[src/rtl/ov7670_pkg.sv]
// rtl/ov7670_pkg.sv - shared states, default VGA timing and address width for the OV7670 stream generator
package ov7670_pkg;
    typedef enum logic [2:0] {IDLE, SYNC, BACK, ACTIVE, FRONT} state_t;

    localparam int H_ACTIVE_DEF    = 640;
    localparam int H_BLANK_DEF     = 144;
    localparam int V_ACTIVE_DEF    = 480;
    localparam int VSYNC_LINES_DEF = 3;
    localparam int V_BACK_DEF      = 17;
    localparam int V_FRONT_DEF     = 10;
    localparam logic [7:0] FILL_BYTE_DEF = 8'h00;
    localparam int ADDR_W          = 19;
endpackage

[src/rtl/ov7670_timing_gen.sv]
// rtl/ov7670_timing_gen.sv - col/line counters and frame FSM; raw flags; OV7670_STREAM_TESTPAT_EN adds pat
module ov7670_timing_gen
    import ov7670_pkg::*;
#(
    parameter int H_ACTIVE    = H_ACTIVE_DEF,
    parameter int H_BLANK     = H_BLANK_DEF,
    parameter int V_ACTIVE    = V_ACTIVE_DEF,
    parameter int VSYNC_LINES = VSYNC_LINES_DEF,
    parameter int V_BACK      = V_BACK_DEF,
    parameter int V_FRONT     = V_FRONT_DEF
) (
    input  logic       pclk,
    input  logic       rst_n,
    input  logic       en,
    output logic       raw_vsync,
    output logic       raw_href,
    output logic       raw_rd,
    output logic       raw_fill,
    output logic       frame_start,
    output logic       frame_end
`ifdef OV7670_STREAM_TESTPAT_EN
    ,
    output logic [7:0] pat
`endif
);
    localparam int L        = 2 * (H_ACTIVE + H_BLANK);
    localparam int F        = VSYNC_LINES + V_BACK + V_ACTIVE + V_FRONT;
    localparam int CW       = $clog2(L);
    localparam int LW       = $clog2(F);
    localparam int BACK_END = VSYNC_LINES + V_BACK;
    localparam int ACT_END  = BACK_END + V_ACTIVE;

    state_t          state, next_state;
    logic [CW-1:0]   col;
    logic [LW-1:0]   ln;
    logic            line_end;

    assign line_end    = (col == CW'(L - 1));
    assign frame_end   = (state == FRONT) && (ln == LW'(F - 1)) && line_end;
    assign frame_start = (state == SYNC) && (ln == '0) && (col == '0);
    assign raw_vsync   = (state == SYNC);
    assign raw_href    = (state == ACTIVE) && (col < CW'(2 * H_ACTIVE));
    assign raw_rd      = raw_href && !col[0];
    assign raw_fill    = raw_href && col[0];

`ifdef OV7670_STREAM_TESTPAT_EN
    assign pat = 8'(col >> 1) ^ 8'(ln - LW'(BACK_END));
`endif

    always_comb begin
        next_state = state;
        case (state)
            IDLE:    if (en) next_state = SYNC;
            SYNC:    if (line_end && ln == LW'(VSYNC_LINES - 1)) next_state = BACK;
            BACK:    if (line_end && ln == LW'(BACK_END - 1)) next_state = ACTIVE;
            ACTIVE:  if (line_end && ln == LW'(ACT_END - 1)) next_state = FRONT;
            FRONT:   if (frame_end) next_state = en ? SYNC : IDLE;
            default: next_state = IDLE;
        endcase
    end

    always_ff @(posedge pclk or negedge rst_n) begin
        if (!rst_n) begin
            state <= IDLE;
            col   <= '0;
            ln    <= '0;
        end else begin
            state <= next_state;
            if (state == IDLE) begin
                col <= '0;
                ln  <= '0;
            end else if (line_end) begin
                col <= '0;
                ln  <= (ln == LW'(F - 1)) ? '0 : ln + LW'(1);
            end else begin
                col <= col + CW'(1);
            end
        end
    end
endmodule

[src/rtl/ov7670_stream_gen.sv]
// rtl/ov7670_stream_gen.sv - frame buffer to OV7670 pixel stream; OV7670_STREAM_TESTPAT_EN adds tp_sel pattern
module ov7670_stream_gen
    import ov7670_pkg::*;
#(
    parameter int H_ACTIVE    = H_ACTIVE_DEF,
    parameter int H_BLANK     = H_BLANK_DEF,
    parameter int V_ACTIVE    = V_ACTIVE_DEF,
    parameter int VSYNC_LINES = VSYNC_LINES_DEF,
    parameter int V_BACK      = V_BACK_DEF,
    parameter int V_FRONT     = V_FRONT_DEF,
    parameter logic [7:0] FILL_BYTE = FILL_BYTE_DEF
) (
    input  logic              pclk,
    input  logic              rst_n,
    input  logic              en,
`ifdef OV7670_STREAM_TESTPAT_EN
    input  logic              tp_sel,
`endif
    output logic              fb_rd,
    output logic [ADDR_W-1:0] fb_addr,
    input  logic [7:0]        fb_data,
    output logic              vsync,
    output logic              href,
    output logic [7:0]        dout,
    output logic              frame_done
);
    logic raw_vsync, raw_href, raw_rd, raw_fill, raw_start, raw_end;
    logic s1_vsync, s1_href, s1_fill, s1_done, s1_rd;
    logic s2_vsync, s2_href, s2_fill, s2_done;
    logic rd_allow;
    logic [7:0] pix_byte;

`ifdef OV7670_STREAM_TESTPAT_EN
    logic [7:0] raw_pat, s1_pat, s2_pat;
    logic       tp_on;

    always_ff @(posedge pclk or negedge rst_n) begin
        if (!rst_n) begin
            tp_on  <= 1'b0;
            s1_pat <= '0;
            s2_pat <= '0;
        end else begin
            if (raw_start) tp_on <= tp_sel;
            s1_pat <= raw_pat;
            s2_pat <= s1_pat;
        end
    end

    assign rd_allow = !tp_on;
    assign pix_byte = tp_on ? s2_pat : fb_data;
`else
    assign rd_allow = 1'b1;
    assign pix_byte = fb_data;
`endif

    ov7670_timing_gen #(
        .H_ACTIVE    (H_ACTIVE),
        .H_BLANK     (H_BLANK),
        .V_ACTIVE    (V_ACTIVE),
        .VSYNC_LINES (VSYNC_LINES),
        .V_BACK      (V_BACK),
        .V_FRONT     (V_FRONT)
    ) u_timing (
        .pclk        (pclk),
        .rst_n       (rst_n),
        .en          (en),
        .raw_vsync   (raw_vsync),
        .raw_href    (raw_href),
        .raw_rd      (raw_rd),
        .raw_fill    (raw_fill),
        .frame_start (raw_start),
`ifdef OV7670_STREAM_TESTPAT_EN
        .pat         (raw_pat),
`endif
        .frame_end   (raw_end)
    );

    // Stage 1 issues the read, stage 2 meets fb_data, the output register lands the byte.
    always_ff @(posedge pclk or negedge rst_n) begin
        if (!rst_n) begin
            {s1_vsync, s1_href, s1_fill, s1_done, s1_rd} <= '0;
            {s2_vsync, s2_href, s2_fill, s2_done}        <= '0;
            fb_rd      <= 1'b0;
            fb_addr    <= '0;
            vsync      <= 1'b0;
            href       <= 1'b0;
            dout       <= '0;
            frame_done <= 1'b0;
        end else begin
            s1_vsync   <= raw_vsync;
            s1_href    <= raw_href;
            s1_fill    <= raw_fill;
            s1_done    <= raw_end;
            s1_rd      <= raw_rd;
            fb_rd      <= raw_rd && rd_allow;
            s2_vsync   <= s1_vsync;
            s2_href    <= s1_href;
            s2_fill    <= s1_fill;
            s2_done    <= s1_done;
            vsync      <= s2_vsync;
            href       <= s2_href;
            frame_done <= s2_done;
            dout       <= s2_href ? (s2_fill ? FILL_BYTE : pix_byte) : 8'h00;
            // The address walks even when reads are suppressed by the test pattern.
            if (raw_start)
                fb_addr <= '0;
            else if (s1_rd)
                fb_addr <= fb_addr + ADDR_W'(1);
        end
    end
endmodule

[config.mk]
export PLATFORM = sky130hd
export DESIGN_NAME = ov7670_stream_gen
export DESIGN_NICKNAME = d
export VERILOG_FILES = /design/src/rtl/ov7670_pkg.sv /design/src/rtl/ov7670_timing_gen.sv /design/src/rtl/ov7670_stream_gen.sv
export SDC_FILE = /design/constraint.sdc
export NUM_CORES = 1
export LEC_CHECK = 0
export CAP_MARGIN = 20
export CORE_MARGIN = 4
export CORE_UTILIZATION = 40
export CTS_CLUSTER_DIAMETER = 100
export DETAILED_ROUTE_END_ITERATION = 6
export PLACE_DENSITY = 0.68
export SLEW_MARGIN = 10
export SYNTH_ARGS = -nofsm -noshare
export SYNTH_HDL_FRONTEND = slang
export SYNTH_SLANG_ARGS = --single-unit
export TNS_END_PERCENT = 100
[constraint.sdc]
create_clock -name pclk -period 2.6 [get_ports pclk]
set_input_delay 0.52 -clock pclk [delete_from_list [all_inputs] [get_ports pclk]]
set_output_delay 0.52 -clock pclk [all_outputs]
set_load 0.05 [all_outputs]
Yosys cells after proc, flatten, opt, wreduce, memory -nomap -nowiden

Cells that the tools add are included.

Flip-flop bits (word level): 62
Input bits: 11
Output and inout port bits: 31
Word-level logic and storage cells: 68

Add/subtract/negate cells: 3
Magnitude comparators: 1
Eq/ne operators: 14
Multiplexer cells: 16
Reductions and logical operators: 17

Operators by type and width:

| operator                                               | count |
|---|---|
| two-way mux 19 bit                                     | 2 |
| two-way mux 9 bit                                      | 3 |
| two-way mux 11 bit                                     | 2 |
| adder 19 x 1 -> 19 bit (second input constant)         | 1 |
| == test 9 bit (second input constant)                  | 2 |
| two-way mux 8 bit                                      | 2 |
| two-way mux 3 bit                                      | 5 |
| case mux 3 bit (5 select lines)                        | 1 |
| adder 11 x 1 -> 11 bit (second input constant)         | 1 |
| == test 11 bit (second input constant)                 | 1 |
| logical NOT 11 bit                                     | 1 |
| < comparator 11 bit (second input constant)            | 1 |
| logical AND 1 bit                                      | 10 |
| adder 9 x 1 -> 9 bit (second input constant)           | 1 |
| == test 9 x 2 -> 1 bit (second input constant)         | 1 |
| == test 9 x 5 -> 1 bit (second input constant)         | 1 |
| logical NOT 9 bit                                      | 1 |
| == test 3 x 2 -> 1 bit (second input constant)         | 2 |
| inequality test 2 bit (second input constant)          | 3 |
| AND reduction 5 bit                                    | 1 |
| inequality test 2 x 1 -> 1 bit (second input constant) | 2 |
| nonzero test 2 bit                                     | 2 |
| == test 3 x 1 -> 1 bit (second input constant)         | 1 |
| == test 3 bit (second input constant)                  | 1 |
| other kinds (3)                                        | 3 |

Logic depth before layout (Yosys ltp)

Word-level depth: 5
Gate-level depth with buffers: 7
Depth with buffers taken out: 6

Hierarchy

A second synthesis with hierarchy kept.

Cells, all modules: 277
Area total of the unflattened synthesis: 2904.0 um^2

Modules (own cells, without submodules):

| module            | instances | cells an instance | area an instance (um^2) | seq. area each (um^2) |
|---|---|---|---|---|
| ov7670_stream_gen | 1         | 124               | 1510.2                  | 975.9 |
| ov7670_timing_gen | 1         | 153               | 1393.8                  | 575.6 |

Worst setup path before layout

No wires, ideal clock.

Kind: register to register
Start: register s1_rd
End: register fb_addr[17]
Library setup time: 0.077 ns
Data arrival time: 2.049 ns
Data required time: 2.523 ns
Path slack: 0.474 ns
Stages on the path, launching flop included: 6
Path buffers: 1
Period minus slack after synthesis: 2.126 ns
Cells stage by stage: dfrtp_1 clkbuf_1 nand4_1 or3_1 or4_1 a21oi_1

Cells in the longest elaborated chain, start to end: 1

RTL lines:

| element                             | line                     | text |
|---|---|---|
| from (decl)                         | ov7670_stream_gen.sv:28  | `logic s1_vsync, s1_href, s1_fill, s1_done, s1_rd;` |
| from (signal assigned)              | ov7670_stream_gen.sv:94  | `s1_rd <= raw_rd;` |
| nonzero test 2 bit (no source line) | n/a                      |  |
| to (signal assigned)                | ov7670_stream_gen.sv:108 | `fb_addr <= fb_addr + ADDR_W'(1);` |
| to (decl)                           | ov7670_stream_gen.sv:20  | `output logic [ADDR_W-1:0] fb_addr,` |

No other way between the ends.
A chain may end at the register's enable or synchronous reset.

==> flow_summary.yaml <==
setup_path:
  r2r_cells: 6
  cp_top_family: "buffers and inverters"
  crit_path_end_kind: "output port"
  start_kind: "flip-flop"
  r2r_end: "u_timing.ln[8]"
  r2r_setup_slack_ns: 0.54
  crit_cells: 1
  crit_type: "reg2out"
  max_stage_delay_ns: 0.88
  crit_path_cell_trace: "clkdlybuf4s50_1"
  crit_buf_inv: 1
  critPathArrivalTime_ns: 1.75
  timing.rr.start: "u_timing.col[0]"
  critPathSlowestCell: "clkdlybuf4s50_1"
  required_ns: 2.08
  cp_max_fo: 9
layout:
  drive_gt1_share_pct: 8.68
  area_growth_pct: 24.5
  layout.cells.non_filler: 430
  final_nets: 347
  diodes: 0
  fin_area_mm2: 0.00365
  fin_util_pct: 52.6
detailed_routing:
  routed_wl_um: 6110
  num_vias: 2324
  wl_per_cell_um: 14.2
  ant_nets: 0
  viasPerCell: 5.40
  first_pass_iters: 4
  drcViolationCount: 0
  drtIter0Drc: 105
power_and_ir_drop:
  total_power_mw: 1.87
  leakagePower_nw: 1.54
  ir_drop_v: 0.000384
  p_per_area_mw_per_mm2: 512
placement:
  place_area_mm2: 0.00344
  gp_congestion: 0.800
  port_buffers: 41
  dp_cells: 414
  dp_hpwl_um: 4260
global_route:
  grt_overflow: 0
  grt_util_all_layers_pct: 14.9
  grt_pass1_wl_um: 10400
  antenna_found_initial: 0
  grt_start_max_net_pins: 37
  grt_pass1_vias: 2176
synth:
  yosys.area.top_type_share_pct: 52.9
  synth_area_per_cell_um2: 10.4
  synth-edff-count: 0
  synth.largest_area_cell: "dfrtp_1"
  synth_compound_area_share_pct: 9.17
  syn-instance-count: 282
  synthFlopType: "dfrtp_1"
  synthSimpleGateAreaFrac_pct: 24.6
  synth_area_leaders: "dfrtp_1 (53%), nor2_1 (3.6%), xnor2_1 (3.6%), ha_1 (3.0%), xor2_1 (3.0%)"
  synth.area.mux_share_pct: 0.683
  synth_fp_nets: 300
  yosysUniqueCellTypes: 43
  synth_common_cells: "dfrtp_1 (62), nor2_1 (28), nand2_1 (18)"
  synth_most_common_cell: "dfrtp_1"
  synth_xor_xnor_area_share_pct: 6.57
  async_flop_share_pct: 100
  ys_seq_elements: 62
  yosys.area_share.adder_pct: 2.99
  synth_area_mm2: 0.00293
  ys_warn_count: 0
  synth_top_family_by_area: "simple AND/OR/NAND/NOR gates"
  ys_seq_area_share_pct: 52.9
die:
  design.core.area_mm2: 0.00694
  start_util_pct: 42.2
  pin_count: 42
  die_h_um: 93.6
  core.rowCount: 30
  dieArea_mm2: 0.00877
  die_w_um: 93.6
sta:
  tightest_slew_ns: 0.625
  setup_viol_count_final: 0
  fin_crit_ns: 2.27
  fin_tns_setup_ns: 0
  slew_violations: 0
  fmaxAchievable_mhz: 441
  hold_viol: 0
  skew_ns: 0.00765
  slew_headroom_pct: 58.4
  rsz0062_at_grt: "no"
  period_share_pct: 87.1
clock_network:
  clkTransAtPathRegs_ns: 0.07
  clockBufferDepth: 2
  cts-buffers-inserted: 9
  htreeDepth: 3
  cts_tree: "yes"
  clock-sinks: 62
  cts_setup_buffers: 0
  ctsResizeCount: 0
  root_buffer: "clkbuf_8"
  clock_latency_ns: 0.34
  cts_hold_buf: 0
flow_run:
  cap_viol_max_count: 0
worst_hold_path:
  hold_path.class: "in2async"
outcome:
  status: "finished, final reports clean"
-- logic make-up (layout without fill, tap and decap cells) --
kind of cell	after synthesis	in the layout
compound gates	42	42
xor+xnor	22	22
fa+ha+maj	7	7
buf+inv	18	70
flops	62	62
mux	2	2
simple gates	129	129
-- through the flow --
step                      hold slack [ns]  worst slack, ns
after floorplan                     0.224            0.474
after global placement              0.333            0.623
after detailed placement            0.335            0.522
after CTS                           0.205            0.318
after global routing                0.229            0.258
final                               0.193            0.335
-- power breakdown --
part / switching (mW) / internal, mW / total (mW)
logic: 0.0203 / 0.0155 / 0.0358
clock network: 0.397 / 0.475 / 0.871
registers: 0 / 0.964 / 0.964
-- worst reg2reg max path, stage by stage, from the launching register on --
cell     delay [ns]
dfrtp_1        0.42
ha_1           0.23
and4_1         0.34
a41oi_1        0.15
buf_4          0.21
or4_1          0.51
a21oi_1        0.15
-- layout make-up --
cell class                      count  area, um2
Inverter                            9       33.8
Tap cell                           96        120
Clock buffer                       10        138
Multi-Input combinational cell    202       1290
Sequential cell                    62       1550
Clock inverter                      6       70.1
Timing Repair Buffer               45        448
Fill cell                         609       3290
-- per-layer routing --
layer  vias to the layer above  track usage (%)  part of all wire, %
met4                         0             4.93                  1.0
met3                         6             5.23                  6.2
met5                         -                0                    0
li1                       1113                -                    -
met2                        65             23.5                   46
met1                      1140             19.2                   47
-- flip-flops by register name (all words and copies together), names as in the netlist --
name            cells
s2_vsync            1
u_timing.ln         9
href                1
s1_rd               1
u_timing.state      3
s2_fill             1
s1_href             1
dout                8
s1_done             1
fb_addr            19
s1_fill             1
u_timing.col       11
frame_done          1
s2_done             1
s2_href             1
vsync               1
s1_vsync            1
-- cell usage in the layout (no fill, tap or decap), types with 2 or more instances in the layout --
master | synthesis | layout
a211oi_1 | 2 | 2
a21oi_1 | 11 | 11
a41o_1 | 2 | 2
and2_1 | 10 | 10
and3_1 | 4 | 4
and4_1 | 5 | 5
buf_4 | 0 | 3
clkbuf_8 | 0 | 10
clkdlybuf4s50_1 | 0 | 40
clkinvlp_4 | 0 | 2
dfrtp_1 | 62 | 62
ha_1 | 7 | 7
inv_1 | 9 | 9
mux2i_1 | 2 | 2
nand2_1 | 18 | 18
nand3_1 | 14 | 14
nand4_1 | 12 | 12
nor2_1 | 28 | 28
nor2b_1 | 2 | 2
nor3_1 | 9 | 9
nor4_1 | 7 | 7
o21ai_0 | 12 | 12
o31ai_1 | 5 | 5
or3_1 | 6 | 6
or4_1 | 5 | 5
or4_4 | 2 | 2
xnor2_1 | 12 | 12
xor2_1 | 10 | 10
-- worst max path at each step --
stage                     from             end
2_1_floorplan            s1_rd     fb_addr[17]
3_3_place_gp   u_timing.col[0]  u_timing.ln[8]
3_5_place_dp   u_timing.col[0]  u_timing.ln[8]
4_1_cts                  s1_rd           fb_rd
5_1_grt                  s1_rd           fb_rd
6_report                 s1_rd           fb_rd
(Power assumes the default switching activity.)
